==> src/rtl/seq_frame_arbiter.sv <==
// seq_frame_arbiter: round-robin sharing of one serial stimulus line among
// several frame requesters, with per-frame counting of detector hits.
module seq_frame_arbiter #(
  parameter int NUM_REQ   = 4,
  parameter int DATA_W    = 8,
  parameter int DRAIN_CYC = 2,
  parameter int CNT_W     = 4
) (
  input  logic                       clk,
  input  logic                       rst_n,
  input  logic [NUM_REQ-1:0]         req,
  input  logic [NUM_REQ*DATA_W-1:0]  req_data,
  output logic [NUM_REQ-1:0]         gnt,
  output logic                       busy,
  output logic                       s_in,
  input  logic                       valid,
  output logic                       done,
  output logic [$clog2(NUM_REQ)-1:0] done_id,
  output logic [CNT_W-1:0]           hit_cnt
);

  localparam int IW = $clog2(NUM_REQ);
  localparam int BW = (DATA_W > 1) ? $clog2(DATA_W) : 1;

  typedef enum logic [1:0] {IDLE, SHIFT, DRAIN, DONE} state_t;

  state_t              state_q, state_d;
  logic [DATA_W-1:0]   shift_q, shift_d;
  logic [BW-1:0]       bit_q, bit_d;
  logic [3:0]          drain_q, drain_d;
  logic [CNT_W-1:0]    hits_q, hits_d;
  logic [IW-1:0]       win_q, win_d;
  logic [IW-1:0]       ptr_q, ptr_d;
  logic [NUM_REQ-1:0]  gnt_q, gnt_d;
  logic                busy_q, busy_d;
  logic                s_in_q, s_in_d;
  logic                done_q, done_d;
  logic [IW-1:0]       done_id_q, done_id_d;
  logic [CNT_W-1:0]    hit_cnt_q, hit_cnt_d;

  // Arbitration result: first requester at or above the pointer, wrapping
  logic                found;
  logic [IW-1:0]       pick;
  logic [IW-1:0]       pick_next;
  logic [DATA_W-1:0]   pick_data;
  logic [CNT_W-1:0]    hits_inc;

  // Round-robin search over requesters starting at the pointer
  always_comb begin
    logic [IW:0] idx;
    found = 1'b0;
    pick  = '0;
    idx   = '0;
    for (int off = 0; off < NUM_REQ; off++) begin
      idx = {1'b0, ptr_q} + (IW+1)'(off);
      if (idx >= (IW+1)'(NUM_REQ)) idx = idx - (IW+1)'(NUM_REQ);
      if (!found && req[idx[IW-1:0]]) begin
        found = 1'b1;
        pick  = idx[IW-1:0];
      end
    end
    pick_next = (pick == IW'(NUM_REQ-1)) ? '0 : pick + 1'b1;
    pick_data = req_data[int'(pick)*DATA_W +: DATA_W];
    // Saturating increment so a long frame cannot wrap the hit count
    hits_inc  = (valid && (hits_q != '1)) ? hits_q + 1'b1 : hits_q;
  end

  // Next-state and next-output computation for the frame FSM
  always_comb begin
    state_d   = state_q;
    shift_d   = shift_q;
    bit_d     = bit_q;
    drain_d   = drain_q;
    hits_d    = hits_q;
    win_d     = win_q;
    ptr_d     = ptr_q;
    gnt_d     = '0;
    s_in_d    = 1'b0;
    done_d    = 1'b0;
    done_id_d = done_id_q;
    hit_cnt_d = hit_cnt_q;
    case (state_q)
      IDLE: begin
        if (found) begin
          state_d = SHIFT;
          // MSB goes straight to s_in; the register keeps the remaining bits
          s_in_d  = pick_data[DATA_W-1];
          shift_d = {pick_data[DATA_W-2:0], 1'b0};
          gnt_d   = NUM_REQ'(1) << pick;
          win_d   = pick;
          ptr_d   = pick_next;
          bit_d   = '0;
          hits_d  = '0;
        end
      end
      SHIFT: begin
        hits_d = hits_inc;
        if (bit_q == BW'(DATA_W-1)) begin
          state_d = DRAIN;
          drain_d = '0;
        end else begin
          bit_d   = bit_q + 1'b1;
          s_in_d  = shift_q[DATA_W-1];
          shift_d = {shift_q[DATA_W-2:0], 1'b0};
        end
      end
      DRAIN: begin
        hits_d = hits_inc;
        if (drain_q == 4'(DRAIN_CYC-1)) begin
          state_d   = DONE;
          done_d    = 1'b1;
          done_id_d = win_q;
          hit_cnt_d = hits_inc;
        end else begin
          drain_d = drain_q + 1'b1;
        end
      end
      DONE: begin
        // req is deliberately ignored here to force one IDLE cycle
        state_d = IDLE;
      end
      default: state_d = IDLE;
    endcase
    busy_d = (state_d != IDLE);
  end

  // State and registered outputs; reset aborts any frame silently
  always_ff @(posedge clk) begin
    if (!rst_n) begin
      state_q   <= IDLE;
      shift_q   <= '0;
      bit_q     <= '0;
      drain_q   <= '0;
      hits_q    <= '0;
      win_q     <= '0;
      ptr_q     <= '0;
      gnt_q     <= '0;
      busy_q    <= 1'b0;
      s_in_q    <= 1'b0;
      done_q    <= 1'b0;
      done_id_q <= '0;
      hit_cnt_q <= '0;
    end else begin
      state_q   <= state_d;
      shift_q   <= shift_d;
      bit_q     <= bit_d;
      drain_q   <= drain_d;
      hits_q    <= hits_d;
      win_q     <= win_d;
      ptr_q     <= ptr_d;
      gnt_q     <= gnt_d;
      busy_q    <= busy_d;
      s_in_q    <= s_in_d;
      done_q    <= done_d;
      done_id_q <= done_id_d;
      hit_cnt_q <= hit_cnt_d;
    end
  end

  assign gnt     = gnt_q;
  assign busy    = busy_q;
  assign s_in    = s_in_q;
  assign done    = done_q;
  assign done_id = done_id_q;
  assign hit_cnt = hit_cnt_q;

endmodule

==> config.mk <==
export PLATFORM = sky130hd
export DESIGN_NAME = seq_frame_arbiter
export DESIGN_NICKNAME = d
export VERILOG_FILES = /design/src/rtl/seq_frame_arbiter.sv
export SDC_FILE = /design/constraint.sdc
export NUM_CORES = 1
export LEC_CHECK = 0
export BUFFER_PORTS_ARGS = -buffer_cell sky130_fd_sc_hd__buf_4
export CAP_MARGIN = 20
export CORE_MARGIN = 5
export CORE_UTILIZATION = 40
export CTS_CLUSTER_DIAMETER = 80
export DETAILED_ROUTE_END_ITERATION = 6
export HOLD_SLACK_MARGIN = 0.06
export PLACE_DENSITY = 0.73
export SLEW_MARGIN = 10
export SYNTH_ARGS = -nofsm -noshare
export SYNTH_HDL_FRONTEND = slang
export SYNTH_SLANG_ARGS = --single-unit
==> constraint.sdc <==
create_clock -name clk -period 2.2 [get_ports clk]
set_input_delay 0.11 -clock clk [delete_from_list [all_inputs] [get_ports clk]]
set_output_delay 0.11 -clock clk [all_outputs]
set_load 0.03 [all_outputs]
==> run metrics, run 1 <==
kind of critical path=register to register; fin crit share=roughly 93%; post-synthesis cell area=approximately 0.002 sq mm; CP Capture Type=register; commonest non-fill, non-tap cell in the layout=buf_4; H-tree depth=2; final WL=roughly 5.3 mm; multi-input logic area=0.001227 sq mm; FF-to-FF End=shift_q[7]; Min-Delay Path Depth=3; via/cell ratio=between 5 and 6; post-synthesis to final-layout area growth=30.45%; share of cells above drive strength 1=between 20 and 30%; worst reg2reg path depth=5; outcome=finished clean; wire length per cell=about 14 microns; most frequent cells in the layout=buf_4 (66), dfxtp_1 (37), nor2_1 (27); startpoint types=register; CP max stage delay=roughly 0.66 ns; Buffers & Inverters on Critical Path=0; Root Buffer=clkbuf_8; max-slew violation count=0; Pre-antenna DRT Iters=4; DRC Markers=0; # clock sinks=37; Main synth FF type=dfxtp_1; fin nets=357; total of max-cap violations=0; total number of vias=around 2,100; drt initial violations=100; CP Max Fanout=14; sequential fraction of the synthesis area=roughly 36%; RR Startpoint=ptr_q[0]; core area=around 0.005 sq mm; Die Y=between 80 and 90 microns; Hold Crit Class=input port to register; Post-synth ARST share=0%; number of global-route vias before repair=1,994; unrepaired setup endpoints after global routing=no; Fillers=513; Max transition margin=about half; Reg area=~740 sq um; cell family with most CP delay=simple AND/OR/NAND/NOR gates; Tmin final=about 2 ns; Worst EP required=2.38 ns; Lkg Pwr=1.131 nW; clock-pin slew on the worst setup and hold paths=approximately 0.070 ns; placed wire-length estimate=about 4 mm; Avg Inst Size Synth=8.201 sq um; # resized after CTS=0; WP data arrival=approximately 2.2 ns; Worst-Margin Slew=between 0.7 and 0.8 ns; area post-placement=around 0.0026 sq mm; total gr overflow=0; Final Cell Area=around 0.0027 sq mm; die area=0.006634 sq mm; Crit-path slowest cell=or4_1; Setup Skew=about 0.0042 ns; GPL Wtd Cong=approximately 0.8; setup TNS=0 ns; antenna viol nets, final=0; IO Port Bufs=51; # IOs=52; synth unique cells=46; Final Hold Viols=0; row count=26; clock latency on the worst-skew pair=a little under 0.3 ns; CP Cell Sequence=nor2b_1 > or4_1 > and3_1 > a211o_1 > a32o_1; FF-to-FF setup slack=0.15 ns; Die Wd=81.45 microns; synth warn=0; Mapped Nets=roughly 300; CTS Buf Count=5; Fmax=a little under 500 MHz; PD cells=between 800 and 900 mW/mm^2; #FFs+latches synth=37; VDD IR max=0.0004472 V; first-pass GRT wire length=8.825 mm; Synth Instances=roughly 250; largest net degree at the start of global routing=20; overall routing resource usage=approximately 17%; antenna cells=0; CTS tree=done; initial antenna violation count=0; Hold EP=s_in; Clock Path Buffers=2; Starting Density=40.50%; EDFF count, synth=0; HP Start=req_data[31]; Final Setup Violations=0
worst max-delay path by stage:
stage,from,end,slack (ns),depth (start not counted)
after global routing,ptr_q[0],shift_q[7],0.04,6
final,ptr_q[0],shift_q[7],0.15,5
after CTS,ptr_q[0],shift_q[7],0.16,5
after global placement,req[2],shift_q[5],0.22,6
after detailed placement,ptr_q[0],shift_q[7],0.17,5
after floorplan,ptr_q[1],shift_q[6],0.35,6
what timing repair did:
action	CTS	global route
endpoints found under the setup margin	0	5
endpoints found under the hold margin	0	0
setup buffers	0	2
hold buffers	0	0
cells in the mapped netlist, types with 2 or more instances:
cell type / number / area [sq um]
a311oi_1: 2 / 17.52
ha_1: 8 / 100.1
a22oi_1: 3 / 22.52
a32o_1: 7 / 70.07
xnor2_1: 2 / 17.52
mux2i_1: 8 / 80.08
and2_1: 5 / 31.28
nor2_1: 27 / 101.4
o211ai_1: 2 / 15.01
nand2_1: 23 / 86.33
buf_2: 4 / 20.02
nor4_2: 2 / 25.02
and3_1: 7 / 43.79
a211oi_1: 3 / 22.52
nand2b_1: 4 / 25.02
nand4_1: 2 / 12.51
nand3_1: 20 / 100.1
or4_1: 2 / 15.01
nor2b_1: 5 / 31.28
dfxtp_1: 37 / 740.7
a211o_1: 7 / 61.31
a21oi_1: 9 / 45.04
clkbuf_1: 5 / 18.77
xor2_1: 2 / 17.52
or2_2: 2 / 12.51
inv_1: 5 / 18.77
o21ai_0: 23 / 115.1
buf_1: 2 / 7.510
a32oi_1: 2 / 17.52
nor3_1: 3 / 15.01
through the flow:
stage	worst slack [ns]	cells	hold WS, ns	power, W	utilization (%)
after floorplan	0.3460	249	0.2808	0.001436	-
after global placement	0.2223	371	0.4256	0.001711	50.74
after detailed placement	0.1696	371	0.4326	0.001729	50.74
after CTS	0.1597	378	0.1278	0.002216	52.53
after global routing	0.03734	380	0.1398	0.002382	52.83
final	0.1452	380	0.1297	0.002223	52.83
state kept, by name, summed over array words and instances, names as in the netlist:
signal	count
shift_q	7
drain_q	4
gnt	4
hit_cnt	4
hits_q	4
bit_q	3
done_id	2
ptr_q	2
state_q	2
win_q	2
busy	1
done	1
s_in	1
kinds of logic (layout without fill, tap and decap cells):
family | count (synthesis) | after routing | synth area share [%]
AND/OR/NAND/NOR | 108 | 108 | 26.84
adder cells (fa/ha/maj) | 8 | 8 | 4.902
flip-flops | 37 | 37 | 36.27
multiplexers | 9 | 9 | 4.473
buffers and inverters | 18 | 79 | 3.922
AO/OA/AOI/OAI | 65 | 65 | 21.88
XOR/XNOR | 4 | 4 | 1.716
area by class of cell:
cell class | count | share of cell area (%)
clock buffer | 6 | 3.100
clock inverter | 1 | 0.2818
inverter | 6 | 0.8455
multi-input combinational | 194 | 46.08
sequential | 37 | 27.81
tap | 70 | 3.288
timing repair buffer | 66 | 18.60
per-layer routing:
layer	GRT usage, %	routed length, microns
met4	6.250	80
met1	20.95	2384
met2	29.32	2574
met3	3.399	294
met5	0	0
power by group:
| part | total (W) | switching, W | internal (W) |
|---|---|---|---|
| clock network | 0.000483 | 0.000236 | 0.000247 |
| registers | 0.000838 | 0.0000654 | 0.000772 |
| logic | 0.000902 | 0.000494 | 0.000408 |
worst min-delay path: cells and delay by family:
kind	cells	cell delay [ns]
AOI/OAI and AO/OA	1	0.14
muxes	1	0.06
buffers and inverters	1	0.08
No activity file was read; power rests on OpenSTA's default activity.
==> run 2, diff against run 1 <==
--- a/config.mk
+++ b/config.mk
@@ -11,8 +11,9 @@
 export CORE_UTILIZATION = 40
 export CTS_CLUSTER_DIAMETER = 80
 export DETAILED_ROUTE_END_ITERATION = 6
-export HOLD_SLACK_MARGIN = 0.06
+export HOLD_SLACK_MARGIN = 0.05
 export PLACE_DENSITY = 0.73
+export REMOVE_ABC_BUFFERS = 1
 export SLEW_MARGIN = 10
 export SYNTH_ARGS = -nofsm -noshare
 export SYNTH_HDL_FRONTEND = slang
==> run 2 against run 1 <==
Core utilization fell by 0.55 points. Wire length fell by 3.6%. Register-to-register slack improved by 0.06 ns. Via count decreased by 3.3%. Largest power group unchanged.
==> run metrics, run 2 (synthesis results as in run 1) <==
outcome=finished clean; CTS Buf Count=5 (unchanged); Lkg Pwr=1.103 nW (-2.4%); number of global-route vias before repair=1,937 (-2.9%); die area=0.006634 sq mm (unchanged); max-slew violation count=0 (unchanged); Worst-Margin Slew=0.7050 ns (-0.02119 ns); share of cells above drive strength 1=24.18% (-1.3 points); clock-pin slew on the worst setup and hold paths=0.08 ns (about the same); CP Cell Sequence=or4_1 > and3_1 > a211o_1 > a32o_1; Final Setup Violations=0 (unchanged); CP max stage delay=0.74 ns (+0.08 ns); part of the power in registers=38.8% (+1.1 points); Tmin final=2.000 ns (-0.05529 ns); Setup Skew=0.006522 ns (+0.002333 ns); startpoint types=register; post-synthesis to final-layout area growth=29.11%; Post-CTS Hold Fix Bufs=0 (unchanged); via/cell ratio=5.319 (-2.3%); placed wire-length estimate=3.831 mm (-4.0%); most frequent cells in the layout=buf_4 (60), dfxtp_1 (37), nor2_1 (27); wire length per cell=13.68 microns (-2.6%); H-tree depth=2 (unchanged); fin crit share=90.89% (-2.5 points); IO Port Bufs=51 (unchanged); antenna viol nets, final=0 (unchanged); FF-to-FF setup slack=0.20 ns (+0.06 ns); total number of vias=2,000 (-3.3%); Starting Density=40.50% (unchanged); GPL Wtd Cong=0.8877 (+8.0%); Fillers=496 (-3.3%); Psw=0.0007909 W (-0.53%); Post-CTS Setup Inserts=0 (unchanged); Comb pwr share=39.5% (-1.1 points); total of max-cap violations=0 (unchanged); drt initial violations=111 (+11%); VDD IR max=0.0005358 V (+20%); antenna cells=0 (unchanged); max reg flops=7 (unchanged); switching share of power=36.41% (+0.64 points); Biggest register=shift_q; # clock sinks=37 (unchanged); Die Wd=81.45 microns (unchanged); first-pass GRT wire length=8.659 mm (-1.9%); total gr overflow=0 (unchanged); core area=0.005042 sq mm (unchanged); Max transition margin=53.00% (+1.4 points); Hold EP=s_in; Power Internal=0.001381 W (-3.2%); Non-Filler Instances=376 (-1.1%); unrepaired setup endpoints after global routing=no; worst reg2reg path depth=4 (-1); DRC Markers=0 (unchanged); Final Hold Viols=0 (unchanged); Hold Crit Class=input port to register; overall routing resource usage=16.40% (-0.65 points); RR Startpoint=ptr_q[1]; WP data arrival=2.18 ns (-0.06 ns); PD cells=824.0 mW/mm^2 (-1.2%); Die Y=81.45 microns (unchanged); clock share of power=21.7% (about the same); CTS tree=done; CP Capture Type=register; CP Max Fanout=11 (-3); fin nets=352 (-1.4%); kind of critical path=register to register; HP Start=req_data[31]; row count=26 (unchanged); final WL=5.142 mm (-3.6%); # IOs=52 (unchanged); FF-to-FF End=shift_q[4]; Min Hold Slack=0.1278 ns (-0.001948 ns); commonest non-fill, non-tap cell in the layout=buf_4; Placed Cells=368 (-0.81%); largest net degree at the start of global routing=20 (unchanged); Clock Path Buffers=2 (unchanged); Fmax=500.1 MHz (+2.8%); initial antenna violation count=0 (unchanged); Root Buffer=clkbuf_8; Min-Delay Path Depth=3 (unchanged); clock latency on the worst-skew pair=0.29 ns (about the same); Pre-antenna DRT Iters=5 (+1); Crit-path slowest cell=or4_1; # resized after CTS=0 (unchanged); Worst EP required=2.38 ns (about the same)
run 2: cell count changes in the layout (fill, tap and decap cells not counted), sizes merged:
cell and delta:
buf -5, clkinvlp +1
run 2: cell type report:
class                           count  area (sq um)  area share, %
Multi-Input combinational cell    194          1227          46.56
Sequential cell                    37         740.7          28.10
Timing Repair Buffer               61         470.5          17.85
Tap cell                           70         87.58          3.322
Clock buffer                        6         72.57          2.753
Inverter                            6         22.52         0.8543
Clock inverter                      2         15.01         0.5695
run 2: how the worst max path moves through the flow:
stage,from,slack [ns],endpoint,cells past startpoint
floorplan,state_q[0],-0.26,drain_q[3],7
global placement,ptr_q[1],0.27,shift_q[4],4
detailed placement,ptr_q[1],0.23,shift_q[4],4
CTS,ptr_q[1],0.20,shift_q[4],4
global route,ptr_q[1],0.09,shift_q[4],5
finish,ptr_q[1],0.20,shift_q[4],4
run 2: metrics by stage:
| step | setup WS, ns | instance area, sq um | TNS, ns | power [W] | utilization, % |
|---|---|---|---|---|---|
| after floorplan | -0.2566 | 1984 | -0.8701 | 0.001402 | - |
| after global placement | 0.2730 | 2549 | 0 | 0.001699 | 50.55 |
| after detailed placement | 0.2250 | 2549 | 0 | 0.001714 | 50.55 |
| after CTS | 0.2041 | 2636 | 0 | 0.002182 | 52.28 |
| after global routing | 0.08843 | 2636 | 0 | 0.002327 | 52.28 |
| final | 0.2005 | 2636 | 0 | 0.002172 | 52.28 |
run 2: metal layers:
layer	wire, microns	global-route usage, %	up-vias
li1	-	-	1028
met1	2391	21.49	929
met2	2463	27.20	38
met3	253	4.276	5
met4	33	3.209	0
met5	0	0	-
run 2: critical path, delay by kind of cell (launching register included):
kind / cells / cell delay, ns
and+or+nand+nor: 2 / 1.00
AOI/OAI and AO/OA: 2 / 0.50
DFF: 1 / 0.39
run 2: power by group through the flow:
| stage | clock network, W | registers, W | logic [W] |
|---|---|---|---|
| finish | 0.000471 | 0.000843 | 0.000859 |
| global placement | 0 | 0.000853 | 0.000846 |
| detailed placement | 0 | 0.000857 | 0.000857 |
| global route | 0.000514 | 0.000856 | 0.000957 |
| floorplan | 0 | 0.000885 | 0.000517 |
| CTS | 0.000481 | 0.000842 | 0.000860 |
==> run 3, diff against run 2 <==
--- a/config.mk
+++ b/config.mk
@@ -7,12 +7,12 @@
 export LEC_CHECK = 0
 export BUFFER_PORTS_ARGS = -buffer_cell sky130_fd_sc_hd__buf_4
 export CAP_MARGIN = 20
-export CORE_MARGIN = 5
 export CORE_UTILIZATION = 40
 export CTS_CLUSTER_DIAMETER = 80
 export DETAILED_ROUTE_END_ITERATION = 6
 export HOLD_SLACK_MARGIN = 0.05
 export PLACE_DENSITY = 0.73
+export RECOVER_POWER = 25
 export REMOVE_ABC_BUFFERS = 1
 export SLEW_MARGIN = 10
 export SYNTH_ARGS = -nofsm -noshare
==> constraint.sdc (replaced) <==
create_clock -name clk -period 2.3 [get_ports clk]
set_input_delay 0.115 -clock clk [delete_from_list [all_inputs] [get_ports clk]]
set_output_delay 0.115 -clock clk [all_outputs]
set_load 0.03 [all_outputs]
==> run 3 against run 2 <==
Worst setup slack lost 0.016 ns. Largest power group is now sequential cells. Core utilization increased by 1.8 points. Critical path depth unchanged. Critical path type unchanged. Sequential power fell by 4.5%.
==> run metrics, run 3 (synthesis results as in run 1) <==
outcome=finished clean; wire length per cell=13.33 microns (-2.5%); fin crit share=91.96% (+1.1 points); H-tree depth=2 (unchanged); most frequent cells in the layout=buf_4 (49), dfxtp_1 (37), nor2_1 (27); Max transition margin=52.75% (-0.25 points); overall routing resource usage=20.14% (+3.7 points); total of max-cap violations=0 (unchanged); GPL Wtd Cong=0.8775 (-1.1%); CTS Buf Count=5 (unchanged); multi-input logic area=0.001227 sq mm (unchanged); # resized after CTS=0 (unchanged); placed wire-length estimate=3.615 mm (-5.6%); # IOs=52 (unchanged); startpoint types=register; drt initial violations=126 (+14%); clock-pin slew on the worst setup and hold paths=0.07 ns (about the same); antenna cells=0 (unchanged); Tmin final=2.115 ns (+0.1156 ns); Root Buffer=clkbuf_8; post-synthesis to final-layout area growth=27.51%; crit path setup slack, layout=0.1849 ns (-0.01562 ns); Final Hold Viols=0 (unchanged); Worst EP required=2.48 ns (+0.10 ns); total number of vias=2,024 (+1.2%); Setup Skew=0.004869 ns (-0.001652 ns); Comb pwr share=36.2% (-3.3 points); row count=25 (-3.8%); Finished Core Util=54.05% (+1.8 points); core area=0.004817 sq mm (-4.5%); CP Max Fanout=15 (+4); Post-CTS Hold Fix Bufs=0 (unchanged); Final Cell Area=0.002604 sq mm (-1.2%); Min Hold Slack=0.1339 ns (+0.006189 ns); PD cells=835.8 mW/mm^2 (+1.4%); DRC Markers=0 (unchanged); area post-placement=0.002532 sq mm (-0.64%); unrepaired setup endpoints after global routing=no; final WL=4.972 mm (-3.3%); Lkg Pwr=1.070 nW (-3.0%); # clock sinks=37 (unchanged); largest net degree at the start of global routing=20 (unchanged); Power Internal=0.001431 W (+3.6%); Worst-Margin Slew=0.7087 ns (+0.003678 ns); Post-Place Worst Slack=0.2037 ns (-0.02136 ns); Biggest register=shift_q; max reg flops=7 (unchanged); first-pass GRT wire length=8.362 mm (-3.4%); die area=0.005395 sq mm (-19%); Psw=0.0007456 W (-5.7%); kind of critical path=register to register; total gr overflow=0 (unchanged); Starting Density=42.39% (+1.9 points); number of global-route vias before repair=1,830 (-5.5%); share of cells above drive strength 1=20.26% (-3.9 points); Final Setup Violations=0 (unchanged); Pre-antenna DRT Iters=4 (-1); commonest non-fill, non-tap cell in the layout=buf_4; IO Port Bufs=51 (unchanged); clock latency on the worst-skew pair=0.29 ns (about the same); switching share of power=34.26% (-2.1 points); fin nets=352 (unchanged); part of the power in registers=37.0% (-1.8 points); Clock Path Buffers=2 (unchanged); Hold Crit Class=input port to register; clock share of power=26.9% (+5.2 points); Post-CTS Setup Inserts=0 (unchanged); Reg area=740.7 sq um (unchanged); CP Capture Type=register; antenna viol nets, final=0 (unchanged); initial antenna violation count=0 (unchanged); setup TNS=0 ns (unchanged); Die Y=73.45 microns (-9.8%); Fmax=472.8 MHz (-5.5%); max-slew violation count=0 (unchanged); VDD IR max=0.0004570 V (-15%); CTS tree=done; Fillers=496 (unchanged); via/cell ratio=5.426 (+2.0%); Die Wd=73.45 microns (-9.8%); WP data arrival=2.29 ns (+0.11 ns)
-- run 3: cell types whose count changed in the layout (fill, tap and decap cells not counted) --
cell and delta:
buf_12 -1, buf_4 -11, bufinv_16 +1, clkbuf_1 +12, clkbuf_8 +1, clkinvlp_4 -2
-- run 3: cell type report --
cell class	instances	share of cell area [%]
well taps	67	3.220
flip-flops and latches	37	28.45
clock inverters	1	1.153
multi-input cells	194	47.14
repair buffers	61	15.86
clock buffers	7	3.316
inverters	6	0.8650
-- run 3: critical path, cell delays in order, from the launching register on --
cell and delay (ns):
dfxtp_1 0.39, or4_1 0.80, and3_1 0.29, a211o_1 0.27
a32o_1 0.25
-- run 3: worst paths after layout --
path / endpoint / slack (ns) / depth (start not counted) / from
worst max register to register: shift_q[3] / 0.18 / 4 / ptr_q[1]
worst max-delay path: shift_q[3] / 0.18 / 4 / ptr_q[1]
worst min-delay path: s_in / 0.13 / 3 / req_data[31]
worst min register to register: hit_cnt[2] / 0.50 / 2 / hit_cnt[2]
-- run 3: per-layer routing --
metal  part of all wire [%]  global-route usage (%)
met5                      0                       0
met4                    1.2                   7.051
met3                    4.5                   3.292
met2                     46                   31.60
met1                     49                   27.91
-- run 3: through the flow --
stage	cells	total power (W)
4_1_cts	373	0.002205
6_report	373	0.002176
2_1_floorplan	237	0.001341
5_1_grt	373	0.002327
3_3_place_gp	365	0.001603
3_5_place_dp	365	0.001622
-- run 3: power by group through the flow --
stage	combinational (W)	clock (W)	sequential (W)
2_1_floorplan	0.000494	0	0.000847
3_3_place_gp	0.000786	0	0.000817
3_5_place_dp	0.000804	0	0.000818
4_1_cts	0.000807	0.000593	0.000805
5_1_grt	0.000881	0.000625	0.000821
6_report	0.000787	0.000585	0.000805
